$ cat src/rtl/pic_ack_controller.sv
// 8-level interrupt controller: edge-latched IRR, IMR, nested or rotating
// priority, two-pulse INTA acknowledge with vector, non-specific and auto EOI.
//
// Ports:
//   clk, rst             clock, synchronous active-high reset
//   ir[7:0]              request lines (edge sensitive)
//   imr_we, imr_wdata    mask register write
//   vec_base[4:0]        vector bits [7:3]
//   rot, aeoi            rotation mode, automatic EOI
//   eoi, inta            non-specific EOI strobe, acknowledge strobe
//   int_out              registered interrupt request to CPU
//   vec, vec_valid       interrupt vector and its 1-cycle qualifier
//   irr, isr, imr        request, in-service and mask registers
module pic_ack_controller (
  input  logic       clk,
  input  logic       rst,
  input  logic [7:0] ir,
  input  logic       imr_we,
  input  logic [7:0] imr_wdata,
  input  logic [4:0] vec_base,
  input  logic       rot,
  input  logic       aeoi,
  input  logic       eoi,
  input  logic       inta,
  output logic       int_out,
  output logic [7:0] vec,
  output logic       vec_valid,
  output logic [7:0] irr,
  output logic [7:0] isr,
  output logic [7:0] imr
);

  typedef enum logic {
    IDLE,
    WAIT2
  } state_t;

  state_t     state, state_n;
  logic [7:0] ir_q;
  logic [2:0] lp, lp_n;
  logic [2:0] lvl, lvl_n;
  logic       spur, spur_n;
  logic       int_n;
  logic [7:0] vec_n;
  logic       vv_n;
  logic [7:0] irr_n, isr_n, imr_n;

  logic [7:0] rise;
  logic [7:0] irr_clr;
  logic [7:0] isr_set, isr_clr;
  logic [3:0] cand_r, top_r;
  logic       cand_v, top_v;
  logic [2:0] cand, top;
  logic [2:0] rank_c, rank_t;
  logic       pend;

  // Highest-priority set bit of v, where level lp+1 is
  // highest and lp lowest. Returns {found, index}.
  function automatic logic [3:0] pick(
    input logic [7:0] v,
    input logic [2:0] lo
  );
    logic [3:0] r;
    logic [2:0] i;
    r = 4'b0;
    // Walk lowest to highest so the best hit is written last.
    for (int k = 7; k >= 0; k--) begin
      i = lo + 3'(k) + 3'd1;
      if (v[i]) r = {1'b1, i};
    end
    return r;
  endfunction

  assign rise   = ir & ~ir_q;
  assign cand_r = pick(irr & ~imr, lp);
  assign top_r  = pick(isr, lp);
  assign cand_v = cand_r[3];
  assign cand   = cand_r[2:0];
  assign top_v  = top_r[3];
  assign top    = top_r[2:0];

  // Distance below the highest-priority slot; smaller wins.
  assign rank_c = cand - lp - 3'd1;
  assign rank_t = top - lp - 3'd1;

  assign pend = cand_v && (!top_v || rank_c < rank_t);

  always_ff @(posedge clk) begin
    if (rst) begin
      state     <= IDLE;
      ir_q      <= 8'h00;
      lp        <= 3'd7;
      lvl       <= 3'd7;
      spur      <= 1'b0;
      int_out   <= 1'b0;
      vec       <= 8'h00;
      vec_valid <= 1'b0;
      irr       <= 8'h00;
      isr       <= 8'h00;
      imr       <= 8'hFF;
    end else begin
      state     <= state_n;
      ir_q      <= ir;
      lp        <= lp_n;
      lvl       <= lvl_n;
      spur      <= spur_n;
      int_out   <= int_n;
      vec       <= vec_n;
      vec_valid <= vv_n;
      irr       <= irr_n;
      isr       <= isr_n;
      imr       <= imr_n;
    end
  end

  always_comb begin
    state_n = state;
    lp_n    = lp;
    lvl_n   = lvl;
    spur_n  = spur;
    int_n   = int_out;
    vec_n   = vec;
    vv_n    = 1'b0;
    irr_clr = 8'h00;
    isr_set = 8'h00;
    isr_clr = 8'h00;

    unique case (state)
      IDLE: begin
        int_n = pend;
        if (inta) begin
          if (pend) begin
            isr_set = 8'h01 << cand;
            irr_clr = 8'h01 << cand;
            lvl_n   = cand;
            spur_n  = 1'b0;
          end else begin
            lvl_n  = 3'd7;
            spur_n = 1'b1;
          end
          int_n   = 1'b0;
          state_n = WAIT2;
        end
      end
      WAIT2: begin
        int_n = 1'b0;
        if (inta) begin
          vec_n   = {vec_base, lvl};
          vv_n    = 1'b1;
          state_n = IDLE;
          if (aeoi && !spur) begin
            isr_clr = 8'h01 << lvl;
            if (rot) lp_n = lvl;
          end
        end
      end
      default: state_n = IDLE;
    endcase

    // EOI acts on the pre-update ISR and overrides an
    // auto-EOI rotation in the same cycle.
    if (eoi && top_v) begin
      isr_clr = isr_clr | (8'h01 << top);
      if (rot) lp_n = top;
    end

    irr_n = (irr | rise) & ~irr_clr;
    isr_n = (isr & ~isr_clr) | isr_set;
    imr_n = imr_we ? imr_wdata : imr;
  end

endmodule

$ cat config.mk
export PLATFORM = sky130hd
export DESIGN_NAME = pic_ack_controller
export DESIGN_NICKNAME = d
export VERILOG_FILES = /design/src/rtl/pic_ack_controller.sv
export SDC_FILE = /design/constraint.sdc
export NUM_CORES = 1
export LEC_CHECK = 0
export ABC_AREA = 1
export CAP_MARGIN = 20
export CORE_ASPECT_RATIO = 1.25
export CORE_UTILIZATION = 48
export DETAILED_ROUTE_END_ITERATION = 10
export PLACE_DENSITY = 0.77
export SLEW_MARGIN = 40
export SYNTH_ARGS = -nofsm -noshare
export SYNTH_HDL_FRONTEND = slang
export SYNTH_SLANG_ARGS = --single-unit
$ cat constraint.sdc
create_clock -name clk -period 3.8 [get_ports clk]
set_input_delay 0.76 -clock clk [delete_from_list [all_inputs] [get_ports clk]]
set_output_delay 0.76 -clock clk [all_outputs]
set_load 0.03 [all_outputs]
=== Word-level counts from Yosys, hierarchy flattened ===
Index checks and enable logic that the tools add are counted.

* Add/sub/neg operators: 18
* Magnitude comparators: 9
* Shift operators: 3
* Muxes and demuxes: 68
* Bitwise logic cells: 12
* Reduce and logical (&&, ||, !) cells: 9

{| class="wikitable"
|+ Operators by type and width
! cell !! count
|-
| $mux W4 || 16
|-
| $mux W8 || 7
|-
| $bmux W1 S3 || 16
|-
| $and A8 B8 Y8 || 4
|-
| $lt A3 B4 Y1 const B || 8
|-
| $not A8 Y8 || 4
|-
| $add A3 B1 Y3 const B || 8
|-
| $or A8 B8 Y8 || 3
|-
| $shl A1 B3 Y8 const A || 3
|-
| $mux W3 || 7
|-
| $mux W1 || 20
|-
| $add A3 B3 Y3 const B || 4
|-
| $add A3 B2 Y3 const B || 2
|-
| $sub A3 B1 Y3 const B || 2
|-
| $sub A3 B3 Y3 || 2
|-
| $pmux W1 S2 || 2
|-
| $reduce_and A2 Y1 || 2
|-
| $logic_and A1 B1 Y1 || 3
|-
| $lt A3 B3 Y1 || 1
|-
| $logic_not A1 Y1 || 2
|-
| $reduce_or A2 Y1 || 1
|-
| $logic_or A1 B1 Y1 || 1
|-
| $not A1 Y1 || 1
|}

* Register bits after elaboration: 50
* Bits of input ports: 28
* Logic and storage cells: 130

=== Longest topological paths before layout ===
Gate-level depths: netlist (run 1).

* Word-level depth: 22
* Gate-level depth with buffers: 30

=== Worst setup path before layout (run 1) ===
No wires, ideal clock.

* Path type: reg2reg
* From: register lp[0]
* To: register irr[2]
* Arrival time: 3.922 ns
* Data required time: 3.685 ns
* Path slack: -0.237 ns
* Stages on the path, launching flop included: 29
* Period minus slack after synthesis: 4.037 ns
* Cell sequence: dfxtp_1 buf_6 inv_2 buf_6 ha_1 buf_2 nand3_1 nand3_1 nand2_1 a21oi_1 nand2_1 nand2_1 nand2_1 nand2_1 nand2_1 nand2_1 nand2_2 nand2_1 inv_1 fa_1 xnor2_1 xor2_1 ha_1 a21oi_1 o21bai_2 nand3_2 nor2_2 nand4_1 and2_1

* Longest elaborated chain between the ends: 22
* Elaborated cells between the ends (all ways): 76

{| class="wikitable"
|+ RTL lines
! what !! RTL line !! source
|-
| start, declared || 40 || <nowiki>logic [2:0] lp, lp_n;</nowiki>
|-
| start signal, assigned || 104 || <nowiki>lp <= lp_n;</nowiki>
|-
| $add A3 B3 Y3 || 68 || <nowiki>i = lo + 3'(k) + 3'd1;</nowiki>
|-
| $add A3 B1 Y3 || 68 ||
|-
| $bmux W1 S3 || 69 || <nowiki>if (v[i]) r = {1'b1, i};</nowiki>
|-
| $mux W1 (implied by the code) || 69 ||
|-
| $mux W4 (8 in a row) || 69 ||
|-
| $sub A3 B3 Y3 (on tied branches) || 83, 84 ||
|-
| $sub A3 B1 Y3 (on tied branches) || 83, 84 ||
|-
| $lt A3 B3 Y1 || 86 || <nowiki>assign pend = cand_v && (!top_v || rank_c < rank_t);</nowiki>
|-
| $logic_or A1 B1 Y1 || 86 ||
|-
| $logic_and A1 B1 Y1 || 86 ||
|-
| $mux W8 * || 132 || <nowiki>if (pend) begin</nowiki>
|-
| $mux W8 * || 131 || <nowiki>if (inta) begin</nowiki>
|-
| $mux W8 * || 128 || <nowiki>unique case (state)</nowiki>
|-
| $not A8 Y8 * || 167 || <nowiki>irr_n = (irr | rise) & ~irr_clr;</nowiki>
|-
| $and A8 B8 Y8 * || 167 ||
|-
| end signal, assigned || 110 || <nowiki>irr <= irr_n;</nowiki>
|-
| end, declared || 28 || <nowiki>output logic [7:0] irr,</nowiki>
|}

Every way passes the cells marked *; elsewhere a longest branch is shown, timed or not. The select of a mux whose other input is x is not followed.
A chain may end at the register's enable or synchronous reset.

=== Worst setup path after layout (run 1) ===
* From: register lp[0]
* To: register irr[7]

Same word-level chain as after synthesis.

==> results of run 1 <==
-- kinds of logic (layout without fill, tap and decap cells) --
group / count (synthesis) / after routing / share of synthesized area [%]
simple gates: 291 / 291 / 38.65
compound gates: 91 / 91 / 15.31
buf+inv: 90 / 244 / 10.90
flops: 50 / 50 / 28.68
fa+ha+maj: 10 / 10 / 4.016
xor+xnor: 8 / 8 / 2.438
-- critical path: stages (launching register included) --
cell and delay [ps]:
sky130_fd_sc_hd__dfxtp_4 380, sky130_fd_sc_hd__inv_4 50, sky130_fd_sc_hd__ha_4 370, sky130_fd_sc_hd__buf_6 160
sky130_fd_sc_hd__nand3_4 80, sky130_fd_sc_hd__nand3_2 90, sky130_fd_sc_hd__nand2_2 70, sky130_fd_sc_hd__a21oi_2 110
sky130_fd_sc_hd__nand2_1 60, sky130_fd_sc_hd__nand2_1 50, sky130_fd_sc_hd__nand2_1 40, sky130_fd_sc_hd__nand2_1 60
sky130_fd_sc_hd__nand2_1 60, sky130_fd_sc_hd__nand2_1 70, sky130_fd_sc_hd__nand2_2 70, sky130_fd_sc_hd__nand2_2 90
sky130_fd_sc_hd__inv_2 50, sky130_fd_sc_hd__fa_2 370, sky130_fd_sc_hd__xnor2_2 150, sky130_fd_sc_hd__xor2_1 160
sky130_fd_sc_hd__ha_1 310, sky130_fd_sc_hd__a21oi_2 120, sky130_fd_sc_hd__o21bai_4 140, sky130_fd_sc_hd__nand3_4 130
sky130_fd_sc_hd__a21oi_4 180, sky130_fd_sc_hd__nand4_1 170, sky130_fd_sc_hd__and2_1 200
-- cells in the final DEF, fill, tap and decap left out, types with 3 or more instances in the layout --
master | Yosys | layout
sky130_fd_sc_hd__ha_1 | 8 | 4
sky130_fd_sc_hd__a21oi_2 | 1 | 5
sky130_fd_sc_hd__o21bai_1 | 8 | 8
sky130_fd_sc_hd__nor3_1 | 4 | 4
sky130_fd_sc_hd__nor2_4 | 2 | 3
sky130_fd_sc_hd__o211ai_1 | 5 | 5
sky130_fd_sc_hd__o21ai_1 | 3 | 4
sky130_fd_sc_hd__inv_1 | 63 | 57
sky130_fd_sc_hd__nand2_2 | 9 | 16
sky130_fd_sc_hd__nor2_1 | 33 | 32
sky130_fd_sc_hd__buf_4 | 0 | 90
sky130_fd_sc_hd__o31ai_1 | 4 | 4
sky130_fd_sc_hd__nand2_1 | 130 | 120
sky130_fd_sc_hd__o21ai_0 | 28 | 26
sky130_fd_sc_hd__buf_6 | 5 | 8
sky130_fd_sc_hd__nand3_2 | 10 | 28
sky130_fd_sc_hd__xor2_2 | 1 | 3
sky130_fd_sc_hd__a21oi_1 | 32 | 27
sky130_fd_sc_hd__clkbuf_8 | 0 | 6
sky130_fd_sc_hd__and2_1 | 5 | 5
sky130_fd_sc_hd__nand3_1 | 86 | 56
sky130_fd_sc_hd__nor2_2 | 4 | 4
sky130_fd_sc_hd__nand3_4 | 0 | 12
sky130_fd_sc_hd__dfxtp_1 | 50 | 47
sky130_fd_sc_hd__nand4_1 | 6 | 6
sky130_fd_sc_hd__inv_2 | 10 | 14
sky130_fd_sc_hd__ha_4 | 0 | 3
sky130_fd_sc_hd__nand2_4 | 0 | 3
sky130_fd_sc_hd__clkdlybuf4s50_1 | 0 | 61
-- sequential cells by signal (all words and copies together), names as in the netlist --
signal,flops
ir_q,8
isr,8
irr,8
spur,1
lp,3
lvl,3
vec,8
int_out,1
imr,8
state,1
vec_valid,1
-- per-layer routing --
layer  vias to the layer above  GRT usage, %  share of wire, %
met4                         0         15.81               4.3
met5                         -             0                 0
met3                        45         2.629               4.6
li1                       2084             -                 -
met2                       151         60.39                52
met1                      1983         38.25                39
-- per-stage QoR --
stage                     setup TNS (ps)  hold WS (ps)  utilization (%)
final                             -605.0         511.0            78.55
after global routing               -3723         528.6            78.55
after CTS                         -17.48         512.2            75.38
after detailed placement           -1964         485.4            68.11
after global placement            -175.0         476.2            68.11
after floorplan                   -15.46         479.9                -
-- area by class of cell --
type                    instances  area share [%]
multi-input cells             400           45.98
repair buffers                162           26.12
inverters                      74           5.251
flip-flops and latches         50           18.38
clock inverters                 2          0.7078
well taps                      90           2.055
clock buffers                   6           1.507
-- timing repair --
| item | 4_1_cts | 5_1_grt |
|---|---|---|
| gates cloned | 0 | 0 |
| hold buffers | 0 | 0 |
| setup endpoints to repair | 18 | 21 |
| gates resized for setup | 40 | 31 |
| setup buffers | 27 | 10 |
| pin swaps | 27 | 26 |
-- path summary, 6_finish.rpt --
kind,from,to,slack [ps],depth (start not counted)
min reg2reg,imr[3],imr[3],510,2
min,imr[3],imr[3],510,2
max,lp[0],irr[7],-110,26
max reg2reg,lp[0],irr[7],-110,26
==> parameters.txt, run 1 <==
Parameter                              Value

Final layout
  Final Instance Count excl. Fillers ... 784
  Antenna fix cells ... 0
  Final net count ... 731
  Area used by sequential logic in the layout ... 0.001007 mm2
  Post-layout instance area ... 0.005480 mm2
  Area growth from synthesis to final layout ... 57.05%
  Area taken by multi-input logic gates ... 0.002520 mm2
  Fraction of layout instances using a drive strength above 1 ... 30.98%
  FILL cells ... approximately 520

Route
  Number of vias per cell after detailed routing ... approximately 5.4
  Routed via count ... 4263
  Initial detailed-routing violation count ... 262
  Wirelength per Cell ... 16.30 um
  Post-route antenna net violation count ... 0
  Router iterations before antenna repair ... 5
  Total Wirelength ... 12780 um
  Number of design rule violations left after detail routing ... 0

Placement
  Placer Congestion ... 0.9726
  DPL Wire Length ... 9438 um
  Post-Place Cells ... approximately 740
  Post-place setup slack ... -195.4 ps
  Number of buffer cells added on primary ports ... 61
  Area after DPL ... 0.004752 mm2

Worst setup path
  Worst Path Required ... 4010 ps
  Type of the worst setup path ... flop to flop
  Element type at the critical path end ... flop
  Maximum net fanout on the critical path ... 6
  Worst EP arrival ... 4120 ps
  CP startpoint kind ... flop

STA
  Final clock period utilization by the worst path ... 102.8%
  Setup repair after global routing missed its margin ... true
  Final count of pins violating max slew ... 0
  Crit path time final ... 3907 ps
  Worst slew pin tran ... 499.3 ps
  Count of endpoints failing hold in the final timing report ... 0
  Final setup violation count ... 12
  Worst path setup slack after routing ... -107.4 ps
  F_max ... 255.9 MHz
  Worst-case headroom to the max-slew limit ... roughly 67%
  Setup clock skew after layout ... 14.56 ps

Run status
  Violated checks ... setup timing
  Run status ... finished with violations

Synth
  Most used flip-flop cell after synthesis ... sky130_fd_sc_hd__dfxtp_1
  Synthesized instance count ... 540
  Cell type contributing the most total cell area after synthesis ... sky130_fd_sc_hd__dfxtp_1
  Most area-consuming cells after synthesis ... sky130_fd_sc_hd__dfxtp_1 29%, sky130_fd_sc_hd__nand2_1 14%, sky130_fd_sc_hd__nand3_1 12%
  Area share of the leading cell type in the synthesized netlist ... 28.68%
  Post-synthesis sequential element count ... 50
  Synthesized area ... 0.003490 mm2
  Sequential fraction of the synthesis area ... 28.68%
  Number of warning messages in the yosys log ... 0
  Top cells by count, synth ... 130 x sky130_fd_sc_hd__nand2_1, 86 x sky130_fd_sc_hd__nand3_1, 63 x sky130_fd_sc_hd__inv_1
  Most used standard cell by instance count after synthesis ... sky130_fd_sc_hd__nand2_1
  EDFF count, synth ... 0
  Post-synthesis net count ... 578
  Avg Synthesized Cell Area ... 6.462 um2
  Number of distinct library cells after synthesis ... 40
  Post-synthesis async set-or-reset flop share ... 0%

Clock network
  Number of buffers inserted during clock tree synthesis ... 5
  Number of sinks driven by the clock tree ... 50
  Root Driver ... sky130_fd_sc_hd__clkbuf_8
  Clock buffer depth ... 2
  Clock insertion delay at the later pin of the skew report ... ~310 ps
  TritonCTS clock tree ... done
  CTS HTree Levels ... 2
  Register clock-pin slew on the reported worst setup and hold paths ... 100 ps

Floorplan
  Die span in x ... 78.26 um
  Core Footprint ... 0.006977 mm2
  Total Die Area ... 0.007617 mm2
  Number of cell rows ... 34
  I/O pin cnt ... 62
  Die height ... 97.33 um
  Initial Util ... 50.02%

Min path
  Hold/Removal Path Class ... flop to flop

GRT
  Number of global-route vias before repair ... between 4000 and 5000
  Initial antenna violation count ... 0
  Wire length of the first global-routing pass ... 19810 um
  Overall overflow remaining after global route ... 0
  Total global-route track usage ... 33.10%
  Largest net degree at the start of global routing ... 36

Job
  MaxCap Viol Count ... 0
Power of run 1 is not shown: default switching activity piles up to over one toggle a cycle in this logic, so the estimate is an artifact.
==> run 2, diff against run 1 <==
ABC_CLOCK_PERIOD_IN_PS = 3800   (was unset)
CORE_ASPECT_RATIO = unset   (was 1.25)
CORE_MARGIN = 2   (was unset)
==> parameters.txt, run 2 (synthesis gave the netlist of run 1 again) <==
Parameter                              Value

GRT
  Overall overflow remaining after global route ... 0
  Total global-route track usage ... 28.46%
  Largest net degree at the start of global routing ... 37
  Number of global-route vias before repair ... 3729
  Wire length of the first global-routing pass ... roughly 18000 um
  Initial antenna violation count ... 0

Final layout
  Most common cell after layout, fill and taps aside ... sky130_fd_sc_hd__nand2_1
  Post-layout instance area ... 0.005044 mm2
  End-of-flow core utilization ... 70.67%
  Fraction of layout instances using a drive strength above 1 ... between 20% and 30%
  Commonest cells after routing, fill and taps aside ... 122 x sky130_fd_sc_hd__nand2_1, 61 x sky130_fd_sc_hd__clkdlybuf4s50_1, 57 x sky130_fd_sc_hd__inv_1, 56 x sky130_fd_sc_hd__nand3_1, 47 x sky130_fd_sc_hd__dfxtp_1
  Final net count ... 678
  Area growth from synthesis to final layout ... 44.53%
  Antenna fix cells ... 0

Floorplan
  Die span in x ... 89.27 um
  Number of cell rows ... 31
  Core Footprint ... 0.007137 mm2
  Total Die Area ... between 0.007 and 0.008 mm2
  I/O pin cnt ... 62
  Initial Util ... 48.90%
  Die height ... 89.27 um

STA
  Final setup violation count ... 10
  F_max ... 253.6 MHz
  Count of endpoints failing hold in the final timing report ... 0
  Worst-case headroom to the max-slew limit ... around 62%
  Worst path setup slack after routing ... -143.5 ps
  Setup clock skew after layout ... about 5.3 ps
  Worst slew pin tran ... 564.5 ps
  Final count of pins violating max slew ... 0
  Final total negative setup slack ... -431.7 ps
  Setup repair after global routing missed its margin ... true
  Final clock period utilization by the worst path ... 103.8%
  Crit path time final ... 3943 ps

Route
  Initial detailed-routing violation count ... 208
  Total Wirelength ... 11690 um
  Post-route antenna net violation count ... 0
  Number of vias per cell after detailed routing ... 5.455
  Number of design rule violations left after detail routing ... 0
  Router iterations before antenna repair ... 5
  Wirelength per Cell ... 15.80 um
  Routed via count ... slightly above 4000

Clock network
  # hold bufs at CTS ... 0
  Number of buffers inserted during clock tree synthesis ... 5
  Root Driver ... sky130_fd_sc_hd__clkbuf_8
  TritonCTS clock tree ... done
  Number of sinks driven by the clock tree ... 50
  Register clock-pin slew on the reported worst setup and hold paths ... 90 ps
  CTS HTree Levels ... 2
  Clock buffer depth ... 2
  Clock insertion delay at the later pin of the skew report ... 300 ps

Worst setup path
  Worst Path Required ... roughly 4000 ps
  Element type at the critical path end ... flop
  Maximum net fanout on the critical path ... 8
  Worst EP arrival ... 4140 ps
  CP startpoint kind ... flop
  Worst reg2reg startpoint ... lp[0]
  Type of the worst setup path ... flop to flop
  CP Launch Point ... lp[0]

Placement
  DPL Wire Length ... 8777 um
  Area after DPL ... 0.004526 mm2
  Number of buffer cells added on primary ports ... 61
  Placer Congestion ... 0.9919

Min path
  Hold/Removal Path Class ... flop to flop
  Source of the worst hold timing path ... vec[4]

Run status
  Violated checks ... setup timing
  Run status ... finished with violations

Job
  MaxCap Viol Count ... 0
==> run 2: repair_timing <==
item,in CTS,in global routing
pin swaps,15,20
setup endpoints to repair,9,19
gates resized for setup,20,41
setup buffers,9,10
==> run 2: worst paths after layout <==
kind	cells after the start	to	slack, ps
setup / recovery	23	irr[7]	-140
hold / removal	2	vec[4]	510
hold reg to reg	2	vec[4]	510
setup reg to reg	23	irr[7]	-140
==> run 2: worst max-delay path, stage by stage, from the launching register on <==
cell	delay, ps
sky130_fd_sc_hd__dfxtp_2	370
sky130_fd_sc_hd__inv_4	50
sky130_fd_sc_hd__ha_4	370
sky130_fd_sc_hd__inv_8	60
sky130_fd_sc_hd__buf_12	140
sky130_fd_sc_hd__nand3_2	90
sky130_fd_sc_hd__nand3_2	120
sky130_fd_sc_hd__nand2_4	110
sky130_fd_sc_hd__inv_2	40
sky130_fd_sc_hd__nand2_1	90
sky130_fd_sc_hd__nand2_1	50
sky130_fd_sc_hd__nand3_1	80
sky130_fd_sc_hd__nand2_2	60
sky130_fd_sc_hd__ha_2	170
sky130_fd_sc_hd__fa_2	510
sky130_fd_sc_hd__inv_1	40
sky130_fd_sc_hd__ha_1	280
sky130_fd_sc_hd__a21o_1	190
sky130_fd_sc_hd__a21oi_1	150
sky130_fd_sc_hd__o21bai_4	150
sky130_fd_sc_hd__nand3_4	110
sky130_fd_sc_hd__a21oi_4	170
sky130_fd_sc_hd__nand4_1	220
sky130_fd_sc_hd__and2_1	210
==> run 2: metal layers <==
layer	share of wire [%]	wire length (um)	GRT usage, %	vias to the layer above
met1	43	5046	37.72	1899
met5	0	0	0	-
li1	-	-	-	1970
met2	48	5658	47.41	139
met3	5.7	668	4.155	29
met4	2.7	320	9.769	0
==> run 2: layout make-up <==
class | instances | area (um2)
Tap cell | 99 | 123.9
Fill cell | 631 | 2093
Multi-Input combinational cell | 400 | 2514
Inverter | 74 | 287.8
Clock buffer | 6 | 72.57
Timing Repair Buffer | 109 | 1027
Sequential cell | 50 | 1005
Clock inverter | 2 | 13.76
==> run 2: metrics by stage <==
| step | setup slack [ps] | instances | hold WS, ps |
|---|---|---|---|
| floorplan | -11.16 | 540 | 479.9 |
| global placement | 12.74 | 713 | 474.1 |
| detailed placement | -64.63 | 713 | 485.7 |
| CTS | -13.37 | 730 | 507.0 |
| global route | -352.7 | 740 | 530.0 |
| finish | -143.5 | 740 | 506.8 |
Power of run 2 is left out for the same reason.
